===== src/rtl/multi_vector_constructor.sv =====
// multi_vector_constructor: fetches N operand channels from one shared read
// port and presents them as a tuple of D-element vectors under valid/ready.
//
// Ports:
//   clk, reset (async, active-low)
//   start, expected_elements[N*AW]      run control and per-channel counts
//   mem_rd_en, mem_addr, mem_data       shared memory read port
//   out_vectors, out_valid, out_ready   tuple output handshake
//   busy, done, error                   run status levels
module multi_vector_constructor #(
  parameter int ELEMENT_WIDTH    = 24,
  parameter int ADDR_WIDTH       = 17,
  parameter int VECTOR_DIMENSION = 3,
  parameter int NUM_CHANNELS     = 2,
  parameter int READ_LATENCY     = 1
) (
  input  logic clk,
  input  logic reset,
  input  logic start,
  input  logic [NUM_CHANNELS*ADDR_WIDTH-1:0] expected_elements,
  output logic mem_rd_en,
  output logic [ADDR_WIDTH-1:0] mem_addr,
  input  logic [ELEMENT_WIDTH-1:0] mem_data,
  output logic [NUM_CHANNELS*VECTOR_DIMENSION*ELEMENT_WIDTH-1:0] out_vectors,
  output logic out_valid,
  input  logic out_ready,
  output logic busy,
  output logic done,
  output logic error
);

  localparam int EW = ELEMENT_WIDTH;
  localparam int AW = ADDR_WIDTH;
  localparam int D  = VECTOR_DIMENSION;
  localparam int N  = NUM_CHANNELS;
  localparam int L  = READ_LATENCY;

  localparam int CHW = (N > 1) ? $clog2(N) : 1;
  localparam int ELW = (D > 1) ? $clog2(D) : 1;

  localparam logic [AW-1:0] D_AW = AW'(D);

  localparam logic [2:0] S_IDLE    = 3'd0;
  localparam logic [2:0] S_FETCH   = 3'd1;
  localparam logic [2:0] S_DRAIN   = 3'd2;
  localparam logic [2:0] S_PRESENT = 3'd3;
  localparam logic [2:0] S_DONE    = 3'd4;

  logic [2:0] state;

  logic [AW-1:0] base_q [N];
  logic [AW-1:0] vcnt_q [N];
  logic [AW-1:0] vidx_q [N];

  logic [CHW-1:0] ch_cnt;
  logic [ELW-1:0] el_cnt;

  logic           tag_v    [L];
  logic           tag_last [L];
  logic [CHW-1:0] tag_ch   [L];
  logic [ELW-1:0] tag_el   [L];
  logic           wr_last_q;

  // start-time configuration decode
  logic [AW-1:0] exp_c  [N];
  logic [AW-1:0] base_c [N];
  logic [AW-1:0] vcnt_c [N];
  logic [AW-1:0] acc;
  logic          cfg_bad;

  always_comb begin
    acc     = '0;
    cfg_bad = 1'b0;
    for (int c = 0; c < N; c++) begin
      exp_c[c]  = expected_elements[c*AW +: AW];
      base_c[c] = acc;
      acc       = acc + exp_c[c];
      vcnt_c[c] = exp_c[c] / D_AW;
      if (exp_c[c] == '0 || (exp_c[c] % D_AW) != '0)
        cfg_bad = 1'b1;
    end
  end

  logic          fetching;
  logic          fetch_last;
  logic [AW-1:0] rd_addr;
  logic          hs;
  logic          last_tuple;

  assign fetching   = (state == S_FETCH);
  assign fetch_last = (ch_cnt == CHW'(N-1)) && (el_cnt == ELW'(D-1));
  assign rd_addr    = base_q[ch_cnt]
                    + vidx_q[ch_cnt] * D_AW
                    + AW'(el_cnt);
  assign hs         = (state == S_PRESENT) && out_ready;
  assign last_tuple = (vidx_q[0] + AW'(1)) == vcnt_q[0];

  assign mem_rd_en = fetching;
  assign mem_addr  = fetching ? rd_addr : '0;

  always_ff @(posedge clk or negedge reset) begin
    if (!reset) begin
      state     <= S_IDLE;
      ch_cnt    <= '0;
      el_cnt    <= '0;
      out_valid <= 1'b0;
      busy      <= 1'b0;
      done      <= 1'b0;
      error     <= 1'b0;
      for (int c = 0; c < N; c++) begin
        base_q[c] <= '0;
        vcnt_q[c] <= '0;
        vidx_q[c] <= '0;
      end
    end else begin
      unique case (state)
        S_IDLE, S_DONE: begin
          if (start) begin
            for (int c = 0; c < N; c++) begin
              base_q[c] <= base_c[c];
              vcnt_q[c] <= vcnt_c[c];
              vidx_q[c] <= '0;
            end
            ch_cnt <= '0;
            el_cnt <= '0;
            if (cfg_bad) begin
              state <= S_DONE;
              busy  <= 1'b0;
              done  <= 1'b1;
              error <= 1'b1;
            end else begin
              state <= S_FETCH;
              busy  <= 1'b1;
              done  <= 1'b0;
              error <= 1'b0;
            end
          end
        end
        S_FETCH: begin
          if (el_cnt == ELW'(D-1)) begin
            el_cnt <= '0;
            ch_cnt <= fetch_last ? '0 : ch_cnt + CHW'(1);
          end else begin
            el_cnt <= el_cnt + ELW'(1);
          end
          if (fetch_last)
            state <= S_DRAIN;
        end
        S_DRAIN: begin
          if (wr_last_q) begin
            out_valid <= 1'b1;
            state     <= S_PRESENT;
          end
        end
        S_PRESENT: begin
          if (hs) begin
            out_valid <= 1'b0;
            vidx_q[0] <= vidx_q[0] + AW'(1);
            for (int c = 1; c < N; c++) begin
              if (vidx_q[c] + AW'(1) == vcnt_q[c])
                vidx_q[c] <= '0;
              else
                vidx_q[c] <= vidx_q[c] + AW'(1);
            end
            if (last_tuple) begin
              state <= S_DONE;
              busy  <= 1'b0;
              done  <= 1'b1;
            end else begin
              state <= S_FETCH;
            end
          end
        end
        default: state <= S_IDLE;
      endcase
    end
  end

  // tag pipe tracks which slot each outstanding read belongs to
  always_ff @(posedge clk or negedge reset) begin
    if (!reset) begin
      wr_last_q <= 1'b0;
      for (int k = 0; k < L; k++) begin
        tag_v[k]    <= 1'b0;
        tag_last[k] <= 1'b0;
        tag_ch[k]   <= '0;
        tag_el[k]   <= '0;
      end
    end else begin
      tag_v[0]    <= fetching;
      tag_last[0] <= fetching && fetch_last;
      tag_ch[0]   <= ch_cnt;
      tag_el[0]   <= el_cnt;
      for (int k = 1; k < L; k++) begin
        tag_v[k]    <= tag_v[k-1];
        tag_last[k] <= tag_last[k-1];
        tag_ch[k]   <= tag_ch[k-1];
        tag_el[k]   <= tag_el[k-1];
      end
      wr_last_q <= tag_v[L-1] && tag_last[L-1];
    end
  end

  always_ff @(posedge clk or negedge reset) begin
    if (!reset) begin
      out_vectors <= '0;
    end else if (tag_v[L-1]) begin
      for (int c = 0; c < N; c++) begin
        for (int e = 0; e < D; e++) begin
          if (tag_ch[L-1] == CHW'(c) && tag_el[L-1] == ELW'(e))
            out_vectors[(c*D+e)*EW +: EW] <= mem_data;
        end
      end
    end
  end

endmodule


===== config.mk =====
export PLATFORM = sky130hd
export DESIGN_NAME = multi_vector_constructor
export DESIGN_NICKNAME = d
export VERILOG_FILES = /design/src/rtl/multi_vector_constructor.sv
export SDC_FILE = /design/constraint.sdc
export NUM_CORES = 1
export LEC_CHECK = 0
export CAP_MARGIN = 20
export CORE_MARGIN = 2
export CORE_UTILIZATION = 38
export CTS_CLUSTER_DIAMETER = 50
export CTS_CLUSTER_SIZE = 20
export DETAILED_ROUTE_END_ITERATION = 10
export PLACE_DENSITY = 0.59
export SYNTH_ARGS = -nofsm -noshare
export SYNTH_HDL_FRONTEND = slang
export SYNTH_SLANG_ARGS = --single-unit

===== constraint.sdc =====
create_clock -name clk -period 13.05 [get_ports clk]
set_input_delay 1.305 -clock clk [delete_from_list [all_inputs] [get_ports clk]]
set_output_delay 1.305 -clock clk [all_outputs]
set_load 0.05 [all_outputs]

## Word-level counts from Yosys, hierarchy flattened

Index checks and enable logic that the tools add are counted.

- Magnitude comparators: 1
- Eq/ne operators: 15
- Add/sub/neg operators: 6
- Bitwise logic cells: 2
- Muxes and demuxes: 40
- Shifts and indexed selects: 0
- Div/mod/pow operators: 4
- $mul: 1
- Reductions and logical operators: 35

Operator list:

| kind | count |
|---|---|
| 2-to-1 mux 17 bit | 8 |
| 2-to-1 mux 34 bit | 2 |
| one-hot mux 34 bit (2 select lines) | 1 |
| adder 17 x 1 -> 17 bit, second input constant | 2 |
| divider 17 x 2 -> 17 bit, second input constant | 2 |
| == test 17 bit | 2 |
| logical NOT 17 bit | 2 |
| modulo 17 x 2 -> 17 bit, second input constant | 2 |
| nonzero test 17 bit | 2 |
| 2-to-1 mux 3 bit | 6 |
| adder 17 bit | 1 |
| adder 17 x 2 -> 17 bit | 1 |
| multiplier 17 x 2 -> 17 bit, second input constant | 1 |
| AND reduction 2 bit | 8 |
| 2-to-1 mux 1 bit | 15 |
| one-hot mux 3 bit (4 select lines) | 1 |
| logical AND 1 bit | 10 |
| AND reduction 3 bit | 3 |
| != test 2 bit, second input constant | 4 |
| one-hot mux 1 bit (2 select lines) | 4 |
| AND reduction 4 bit | 2 |
| == test 3 x 2 -> 1 bit, second input constant | 2 |
| nonzero test 2 bit | 3 |
| == test 2 bit, second input constant | 2 |
| other kinds (15) | 18 |

- Memories: 0
- Memory bits (writable): 0
- Bits in latches: 0
- Register bits after elaboration: 245
- Memory bits (read-only): 0
- Output and inout port bits: 166
- Bits of input ports: 62
- Logic and storage cells: 127

## Longest topological paths before layout

Gate-level depths: netlist (run 1).

- Depth in word-level cells: 8
- Mapped depth: 49
- Gate-level depth less buffers: 39

## Least setup slack after synthesis (run 1)

OpenSTA, ideal clock, no wires.

- Path kind: input port to flip-flop
- From: in expected_elements[15]
- To: reg error
- Stages: 43
- Data arrival time: 11.482 ns
- Buffers on the path: 4
- Required time: 12.920 ns
- Slack: 1.438 ns
- Cells stage by stage: buf_2 -> clkbuf_1 -> ha_1 -> and3b_1 -> nor4_1 -> a31o_2 -> nor4_1 -> o32ai_2 -> o22ai_1 -> a311o_1 -> o32a_1 -> buf_4 -> o32ai_4 -> a21oi_2 -> or4_1 -> nand3_2 -> o21ai_2 -> or3b_1 -> (+7 left out) -> a21oi_1 -> nor4b_4 -> nand4b_2 -> o21ai_1 -> and2_1 -> ha_1 -> inv_1 -> and2_1 -> and3_1 -> a22oi_1 -> and4b_1 -> and4_1 -> a2111oi_2 -> a32oi_1 -> nor4_1 -> nand4_1 -> nor4_4 -> nor2_1

- Cells in the longest elaborated chain, start to end: 6
- Elaborated cells on any way between the ends: 7
- Classes of those cells: 1 x div; 3 x mux; 3 x reduce/logical

Ends and longest elaborated chain:

| what | line | text |
|---|---|---|
| start: declaration | 20 | `input logic [NUM_CHANNELS*ADDR_WIDTH-1:0] expected_elements,` |
| modulo 17 x 2 -> 17 bit | 79 | `if (exp_c[c] == '0 \|\| (exp_c[c] % D_AW) != '0)` |
| nonzero test 17 bit | 79 |  |
| logical OR 1 bit * | 79 |  |
| 2-to-1 mux 1 bit * (2 in a row) | 79 |  |
| 2-to-1 mux 1 bit * | 126 | `if (cfg_bad) begin` |
| end signal: assignment | 109 | `error <= 1'b0;` |
| end signal: assignment | 130 | `error <= 1'b1;` |
| end signal: assignment | 135 | `error <= 1'b0;` |
| end: declaration | 29 | `output logic error` |

Every way passes the cells marked *; elsewhere a longest branch is shown, timed or not.
A chain may end at the register's enable or synchronous reset.

## Worst setup path after layout (run 1)

- From: in expected_elements[33]
- To: reg error

- Cells in the longest elaborated chain, start to end: 5
- Elaborated cells on any way between the ends: 6
- Classes of those cells: 1 x div; 2 x mux; 3 x reduce/logical

Ends and longest elaborated chain:

| what | line |
|---|---|
| modulo 17 x 2 -> 17 bit | 79 |
| nonzero test 17 bit | 79 |
| logical OR 1 bit * | 79 |
| 2-to-1 mux 1 bit * | 79 |
| 2-to-1 mux 1 bit * | 126 |

Marked as above.

==> results of run 1 <==
[cells by family (layout without fill, tap and decap cells)]
group | after synthesis | after routing | share of synthesized area [%]
AO/OA/AOI/OAI | 832 | 832 | 26.8
XOR/XNOR | 143 | 143 | 5.68
adder cells (fa/ha/maj) | 62 | 62 | 3.91
buffers and inverters | 208 | 467 | 3.82
flip-flops | 243 | 243 | 26.8
multiplexers | 206 | 206 | 10.1
AND/OR/NAND/NOR | 1019 | 1019 | 23.0
[synth_stat cells, types with 48 or more instances]
library cell / number / area [um2]
dfrtp_1: 243 / 6080
and2_1: 48 / 300
nand3_1: 94 / 470
a21oi_1: 136 / 681
nand2_1: 259 / 972
mux2_2: 174 / 1960
clkbuf_1: 104 / 390
o21ai_0: 181 / 906
xnor2_1: 103 / 902
nor3_1: 70 / 350
inv_1: 57 / 214
nor2_1: 256 / 961
[worst max-delay path: cells and delay by family]
family	cells	cell delay [ns]
AO/OA/AOI/OAI	10	2.77
XOR/XNOR	2	0.65
adder cells (fa/ha/maj)	3	0.95
buffers and inverters	4	1.22
AND/OR/NAND/NOR	21	5.69
[final timing paths]
| path | from | endpoint | slack [ns] | cells after the start |
|---|---|---|---|---|
| setup / recovery | expected_elements[33] | error | 0.82 | 40 |
| hold / removal | tag_last | wr_last_q | 0.47 | 1 |
| setup reg to reg | vidx_q[0] | vidx_q[13] | 9.01 | 14 |
| hold reg to reg | tag_last | wr_last_q | 0.47 | 1 |
| max in group asynchronous | reset | vidx_q[22] | 10.78 | 2 |
| min in group asynchronous | reset | out_vectors[9] | 0.87 | 1 |
[layout make-up]
class / count / area, um2 / area share [%]
multi-input combinational: 2262 / 16000 / 58.4
timing repair buffer: 363 / 3300 / 12.1
tap: 773 / 967 / 3.54
sequential: 243 / 6080 / 22.3
clock buffer: 24 / 579 / 2.12
inverter: 64 / 240 / 0.879
clock inverter: 16 / 198 / 0.723
[flip-flops by register name, indices dropped and copies added, names as in the netlist, 2 cells and up]
name and count:
vidx_q 34, out_vectors 144, el_cnt 2, vcnt_q 32, tag_el 2, base_q 17
state 3
[per-layer routing]
layer / vias to the layer above / wire [um] / part of all wire (%) / global-route usage (%)
li1: 10700 / - / - / -
met1: 10900 / 35200 / 47 / 33.1
met2: 784 / 33900 / 46 / 37.7
met3: 82 / 3790 / 5.1 / 2.40
met4: 0 / 1270 / 1.7 / 4.45
met5: - / 0 / 0 / 0
[report_power, final]
part | internal, mW | switching (mW) | total, mW
Combinational | 0.729 | 1.27 | 2.00
Sequential | 0.777 | 0.0175 | 0.795
Clock | 0.348 | 0.335 | 0.683
[timing repair]
| item | 4_1_cts | 5_1_grt |
|---|---|---|
| resized for setup | 0 | 34 |
| setup buffers | 0 | 1 |
| setup endpoints to repair | 0 | 5 |
[stage by stage]
stage	worst slack (ns)	setup TNS [ns]	utilization (%)	area, um2
6_report	0.824	0	46.3	27300
5_1_grt	-0.00409	-0.00409	46.3	27300
4_1_cts	0.268	0	46.0	27100
3_5_place_dp	-0.264	-1.12	44.7	26400
3_3_place_gp	-0.141	-0.521	44.7	26400
2_1_floorplan	1.44	0	-	22700
==> impl_metrics.json, run 1 <==
{
  "dpl.hpwl_mm": 57.7,
  "drtAntennaViolNets": 0,
  "grt.overflow.total": 0,
  "fp.coreArea_mm2": 0.0590,
  "synthCells": 2713,
  "ys.warnings.count": 0,
  "drive_above_1_share_pct": 17.6,
  "status": "completed",
  "worst_hold_slack_ns": 0.466,
  "async_flop_share_pct": 100,
  "via_count": 22400,
  "grt_use_total_pct": 23.1,
  "h-tree-depth": 1,
  "slowest_stage": "clkdlybuf4s50_1",
  "dp.cells": 3704,
  "syn_area_mm2": 0.0227,
  "viasPerCell": 5.99,
  "yosysSeqAreaShare_pct": 26.8,
  "gp_congestion": 0.935,
  "fp-row-count": 89,
  "die-width_um": 248,
  "die_height_um": 248,
  "syn_nets": 2831,
  "power.total_mw": 3.47,
  "worstMarginPinSlew_ns": 0.958,
  "dr.pass1.iters": 6,
  "cts_tree": "yes",
  "worst_path_most_repeated_cell": "nor2_1",
  "start_util_pct": 38.5,
  "p_leak_nw": 11.2,
  "dieArea_mm2": 0.0617,
  "cts_hold_buf": 0,
  "grt_pass1_vias": 21400,
  "antenna_found_initial": 0,
  "grt_pass1_wl_mm": 119,
  "p_per_area_mw_per_mm2": 127,
  "grt_max_degree": 127,
  "cts-root-buf": "clkbuf_16",
  "nFillCells": 5683,
  "final_cell_count_no_fill": 3745,
  "ys.flop_type": "dfrtp_1",
  "insertion_delay_ns": 0.52,
  "crit_arrival_ns": 12.63,
  "avgSynthCellArea_um2": 8.37,
  "post-route-period-util_pct": 93.7,
  "synth_edf_count": 0,
  "startpoint_type": "input port",
  "finalHoldViolations": 0,
  "drt_iter0_drc": 1641,
  "cts_buffer_depth": 3,
  "fmax_mhz": 81.8,
  "clock-sinks": 243,
  "slew_headroom_pct": 35.7,
  "drv_cap": 0,
  "totalWireLength_mm": 74.2,
  "final_cell_mix": "258 x nand2_1, 253 x nor2_1, 243 x dfrtp_1, 226 x clkdlybuf4s50_1, 181 x o21ai_0",
  "areaGrowthSynthToFinish_pct": 20.3,
  "numCtsBuffers": 23,
  "nets": 3075,
  "final_common_cell": "nand2_1",
  "setup_viol": 0,
  "drc": 0,
  "ys_seq_elements": 243,
  "cp_max_fo": 10,
  "numPortBuffers": 227,
  "wire_per_inst_um": 19.8,
  "critPathKind": "in -> reg",
  "path_clk_slew_ns": 0.07,
  "ir_drop_uv": 84.6,
  "fin_crit_ns": 12.23,
  "cp-end-kind": "flip-flop",
  "cp_slowest_stage_delay_ns": 0.69,
  "hold_path_class": "reg -> reg",
  "io_pins": 228,
  "synth_cell_type_count": 135,
  "clock_skew_ns": 0.0146,
  "critical_path_required_ns": 13.45,
  "antenna_cells": 0,
  "slew_viol_final": 0
}
Note: power is estimated with default switching activity, not from simulation.
==> run 2: changes to the inputs <==
--- a/config.mk
+++ b/config.mk
@@ -11,6 +11,7 @@
 export CTS_CLUSTER_DIAMETER = 50
 export CTS_CLUSTER_SIZE = 20
 export DETAILED_ROUTE_END_ITERATION = 10
+export MAX_ROUTING_LAYER = met4
 export PLACE_DENSITY = 0.59
 export SYNTH_ARGS = -nofsm -noshare
 export SYNTH_HDL_FRONTEND = slang
==> constraint.sdc (replaced) <==
create_clock -name clk -period 12.1 [get_ports clk]
set_input_delay 1.21 -clock clk [delete_from_list [all_inputs] [get_ports clk]]
set_output_delay 1.21 -clock clk [all_outputs]
set_load 0.05 [all_outputs]
==> impl_metrics.json, run 2 (synthesized netlist as in run 1, its figures left out) <==
{
  "grt_max_degree": 89,
  "crit_arrival_ns": 11.90,
  "drtAntennaViolNets": 0,
  "numCtsBuffers": 23,
  "worst_hold_slack_ns": 0.471,
  "slowest_stage": "or4_4",
  "hp-start": "base_q[5]",
  "worst_path_most_repeated_cell": "buf_4",
  "totalWireLength_mm": 77.1,
  "critPathKind": "in -> reg",
  "worstHoldPathCells": 2,
  "p_leak_nw": 12.7,
  "ff2ff_path_depth": 12,
  "slew_headroom_pct": 30.0,
  "final_cell_mix": "445 x buf_4, 258 x nand2_1, 253 x nor2_1, 243 x dfrtp_1, 224 x clkdlybuf4s50_1",
  "numPortBuffers": 227,
  "final_common_cell": "buf_4",
  "cp-startpoint": "expected_elements[16]",
  "slew_viol_final": 0,
  "drv_cap": 0,
  "critical_path_required_ns": 12.51,
  "holdPathEnd": "base_q[5]",
  "post-route-period-util_pct": 95.0,
  "rr_endpoint": "busy",
  "clock-sinks": 243,
  "finalHoldViolations": 0,
  "drc": 0,
  "grt_pass1_vias": 22600,
  "ir_drop_uv": 85.5,
  "fmax_mhz": 87.0,
  "grt_use_total_pct": 24.5,
  "hold_path_class": "reg -> reg",
  "regMostFlops": "out_vectors",
  "gp_congestion": 0.940,
  "cts_buffer_depth": 3,
  "clock_skew_ns": 0.0108,
  "rr_startpoint": "vidx_q[17]",
  "p_per_area_mw_per_mm2": 142,
  "reg2reg_slack_ns": 8.11,
  "setup_viol": 0,
  "grt_pass1_wl_mm": 123,
  "dieArea_mm2": 0.0617,
  "dr.pass1.iters": 7,
  "cp-end-kind": "flip-flop",
  "insertion_delay_ns": 0.54,
  "grt.overflow.total": 0,
  "viasPerCell": 5.85,
  "path_clk_slew_ns": 0.07,
  "die_height_um": 248,
  "power.total_mw": 4.21,
  "startpoint_type": "input port",
  "nets": 3386,
  "start_util_pct": 38.5,
  "largest_register_ffs": 144,
  "antenna_found_initial": 2,
  "cp_slowest_stage_delay_ns": 0.58,
  "cts_tree": "yes",
  "wire_per_inst_um": 19.0,
  "fp.coreArea_mm2": 0.0590,
  "cts-root-buf": "clkbuf_16",
  "via_count": 23700,
  "reg_top3": "out_vectors: 144 flops, vidx_q: 34 flops, vcnt_q: 32 flops",
  "cp_max_fo": 12,
  "dp.cells": 4006,
  "worstMarginPinSlew_ns": 1.04,
  "drive_above_1_share_pct": 25.5,
  "dpl.hpwl_mm": 60.2,
  "final_cell_count_no_fill": 4058,
  "drt_iter0_drc": 1729,
  "fp-row-count": 89,
  "status": "completed",
  "io_pins": 228,
  "h-tree-depth": 1,
  "die-width_um": 248,
  "fin_crit_ns": 11.49,
  "areaGrowthSynthToFinish_pct": 31.0
}
==> run 2: routing by layer <==
metal,vias up,global-route usage (%),share of wire [%]
li1,11300,-,-
met1,11500,33.7,47
met2,812,38.5,46
met3,104,2.89,5.6
met4,0,5.17,1.9
met5,-,-,0
==> run 2: final cells by class <==
| cell class | count | area [um2] |
|---|---|---|
| repair buffers | 674 | 5670 |
| flip-flops and latches | 243 | 6080 |
| diodes | 2 | 5.00 |
| clock inverters | 16 | 203 |
| inverters | 64 | 240 |
| well taps | 773 | 967 |
| clock buffers | 24 | 589 |
| fillers | 5498 | 29300 |
| multi-input cells | 2262 | 16000 |
==> run 2: worst max-delay path, delay by kind of cell <==
kind                       cells  cell delay, ns
adders and majority gates      2            0.42
muxes                          1            0.09
xor gates and xnor gates       2            0.31
and+or+nand+nor               16            4.02
buffers and inverters          9            1.68
AOI/OAI and AO/OA             17            4.16
==> run 2: report_power, final <==
part | switching, mW | internal (mW) | total [mW]
clock | 0.366 | 0.381 | 0.747
combinational | 1.45 | 1.16 | 2.61
sequential | 0.0189 | 0.838 | 0.857
==> run 2: worst max-delay path by stage <==
stage / cells after the start / end / slack (ns)
after floorplan: 43 / error / 0.58
after global placement: 41 / error / 0.1
after detailed placement: 41 / done / -0.32
after CTS: 41 / error / 0.23
after global routing: 44 / error / -0.05
final: 47 / error / 0.61
==> run 2: per-stage QoR <==
| stage | utilization, % | setup slack, ns | cell area (um2) | setup TNS, ns |
|---|---|---|---|---|
| 4_1_cts | 49.9 | 0.226 | 29400 | 0 |
| 6_report | 50.4 | 0.607 | 29700 | 0 |
| 3_5_place_dp | 48.5 | -0.319 | 28600 | -1.41 |
| 5_1_grt | 50.4 | -0.0503 | 29700 | -0.129 |
| 2_1_floorplan | - | 0.583 | 22700 | 0 |
| 3_3_place_gp | 48.5 | 0.0958 | 28600 | 0 |
==> run 2: timing repair <==
item / CTS / global route
resized for setup: 0 / 40
setup buffers: 0 / 9
endpoints found under the setup margin: 0 / 6
hold buffers: 0 / 0
==> run 3: changes to the inputs <==
--- a/config.mk
+++ b/config.mk
@@ -7,12 +7,12 @@
 export LEC_CHECK = 0
 export CAP_MARGIN = 20
 export CORE_MARGIN = 2
-export CORE_UTILIZATION = 38
+export CORE_UTILIZATION = 35
 export CTS_CLUSTER_DIAMETER = 50
 export CTS_CLUSTER_SIZE = 20
 export DETAILED_ROUTE_END_ITERATION = 10
 export MAX_ROUTING_LAYER = met4
-export PLACE_DENSITY = 0.59
+export PLACE_DENSITY = 0.55
 export SYNTH_ARGS = -nofsm -noshare
 export SYNTH_HDL_FRONTEND = slang
 export SYNTH_SLANG_ARGS = --single-unit
==> constraint.sdc (replaced) <==
create_clock -name clk -period 12.1 [get_ports clk]
set_input_delay 1.21 -clock clk [delete_from_list [all_inputs] [get_ports clk]]
set_output_delay 1.21 -clock clk [all_outputs]
set_load 0.005 [all_outputs]
==> impl_metrics.json, run 3 (synthesized netlist as in run 1, its figures left out) <==
{
  "ir_drop_uv": 89.8,
  "hp-start": "base_q[5]",
  "nFillCells": 6274,
  "seqPwrFrac_pct": 20.1,
  "grt_max_degree": 94,
  "start_util_pct": 35.3,
  "clkPwrFrac_pct": 18.6,
  "numPortBuffers": 227,
  "power_switching_mw": 1.84,
  "fin_crit_ns": 11.51,
  "dieArea_mm2": 0.0669,
  "p_int_mw": 2.43,
  "path_clk_slew_ns": 0.07,
  "rr_startpoint": "vidx_q[0]",
  "regMostFlops": "out_vectors",
  "antenna_found_initial": 1,
  "critical_path_required_ns": 12.51,
  "viasPerCell": 5.69,
  "fp.coreArea_mm2": 0.0643,
  "dr.pass1.iters": 6,
  "drt_iter0_drc": 1851,
  "place_area_mm2": 0.0288,
  "slowest_stage": "or4_4",
  "worst_path_most_repeated_cell": "buf_4",
  "cp_slowest_stage_delay_ns": 0.58,
  "die_height_um": 259,
  "die-width_um": 259,
  "finalHoldViolations": 0,
  "startpoint_type": "input port",
  "p_per_area_mw_per_mm2": 142,
  "cp_max_fo": 9,
  "drc": 0,
  "p_leak_nw": 12.8,
  "post-route-period-util_pct": 95.1,
  "final_cell_mix": "451 x buf_4, 258 x nand2_1, 254 x nor2_1, 243 x dfrtp_1, 226 x clkdlybuf4s50_1",
  "fp-row-count": 93,
  "drtAntennaViolNets": 0,
  "slew_viol_final": 0,
  "drive_above_1_share_pct": 25.8,
  "setup_viol": 0,
  "clock_skew_ns": 0.0333,
  "power_frac_comb_pct": 61.3,
  "gp_congestion": 0.928,
  "final_common_cell": "buf_4",
  "numCtsBuffers": 24,
  "dp.cells": 4096,
  "final_area_mm2": 0.0300,
  "reg_top3": "out_vectors: 144 flops, vidx_q: 34 flops, vcnt_q: 32 flops",
  "fmax_mhz": 86.9,
  "worstMarginPinSlew_ns": 1.01,
  "final_cell_count_no_fill": 4150,
  "totalWireLength_mm": 78.2,
  "status": "completed",
  "hold_path_class": "reg -> reg",
  "netSwitchingFraction_pct": 43.1,
  "grt_pass1_wl_mm": 126,
  "io_pins": 228,
  "insertion_delay_ns": 0.56,
  "dpl.hpwl_mm": 61.6,
  "critPathKind": "in -> reg",
  "cts-root-buf": "clkbuf_16",
  "cts_buffer_depth": 3,
  "cp-startpoint": "expected_elements[0]",
  "grt.overflow.total": 0,
  "grt_use_total_pct": 23.4,
  "largest_register_ffs": 144,
  "h-tree-depth": 1,
  "cts_tree": "yes",
  "nets": 3393,
  "wire_per_inst_um": 18.9,
  "crit_arrival_ns": 11.92,
  "cp-end-kind": "flip-flop",
  "grt_pass1_vias": 22900,
  "dpl_worst_slack_ns": -0.0137,
  "areaGrowthSynthToFinish_pct": 32.0,
  "drv_cap": 0,
  "slew_headroom_pct": 32.1,
  "clock-sinks": 243,
  "setup_ws_ns": 0.593,
  "via_count": 23600,
  "reg2reg_slack_ns": 8.12
}
[run 3: what timing repair did]
action	in CTS	in global routing
hold buffers	0	0
gates resized for setup	0	40
setup endpoints to repair	0	5
buffers inserted	0	7
[run 3: cell type report]
type / instances / area (um2) / share of cell area, %
multi-input combinational: 2262 / 16000 / 53.4
tap: 855 / 1070 / 3.57
sequential: 243 / 6080 / 20.3
inverter: 64 / 240 / 0.802
clock buffer: 25 / 614 / 2.05
antenna: 2 / 5.00 / 0.0167
timing repair buffer: 680 / 5710 / 19.1
clock inverter: 19 / 248 / 0.827
[run 3: worst max-delay path: cells and delay by family]
family	cells	cell delay [ns]
adders and majority gates	1	0.20
and+or+nand+nor	17	3.98
xor gates and xnor gates	1	0.14
buffers and inverters	8	1.81
AOI/OAI and AO/OA	18	4.55
[run 3: layer usage]
metal	vias up	track usage (%)	routed length, um
met3	95	1.70	3720
met5	-	-	0
met1	11500	32.2	37000
li1	11400	-	-
met2	700	37.7	36000
met4	0	5.04	1580
[run 3: stage by stage]
stage / TNS (ns) / util, % / power, mW / hold slack [ns]
floorplan: 0 / - / 2.33 / 0.352
global placement: 0 / 44.8 / 3.37 / 0.447
detailed placement: -0.0137 / 44.8 / 3.38 / 0.453
CTS: 0 / 46.1 / 4.20 / 0.473
global route: -0.0232 / 46.6 / 4.55 / 0.505
finish: 0 / 46.6 / 4.27 / 0.472
[run 3: worst paths after layout]
path	to	cells after the start
worst max-delay path	error	45
worst min-delay path	base_q[5]	2
worst max register to register	vidx_q[3]	14
worst min register to register	base_q[5]	2
max in group asynchronous	vidx_q[17]	4
min in group asynchronous	out_vectors[2]	1
[run 3: power groups by stage]
stage	combinational, mW	sequential (mW)	clock [mW]
floorplan	1.46	0.868	0
global placement	2.50	0.873	0
detailed placement	2.51	0.873	0
CTS	2.53	0.857	0.819
global route	2.83	0.860	0.854
finish	2.61	0.857	0.795
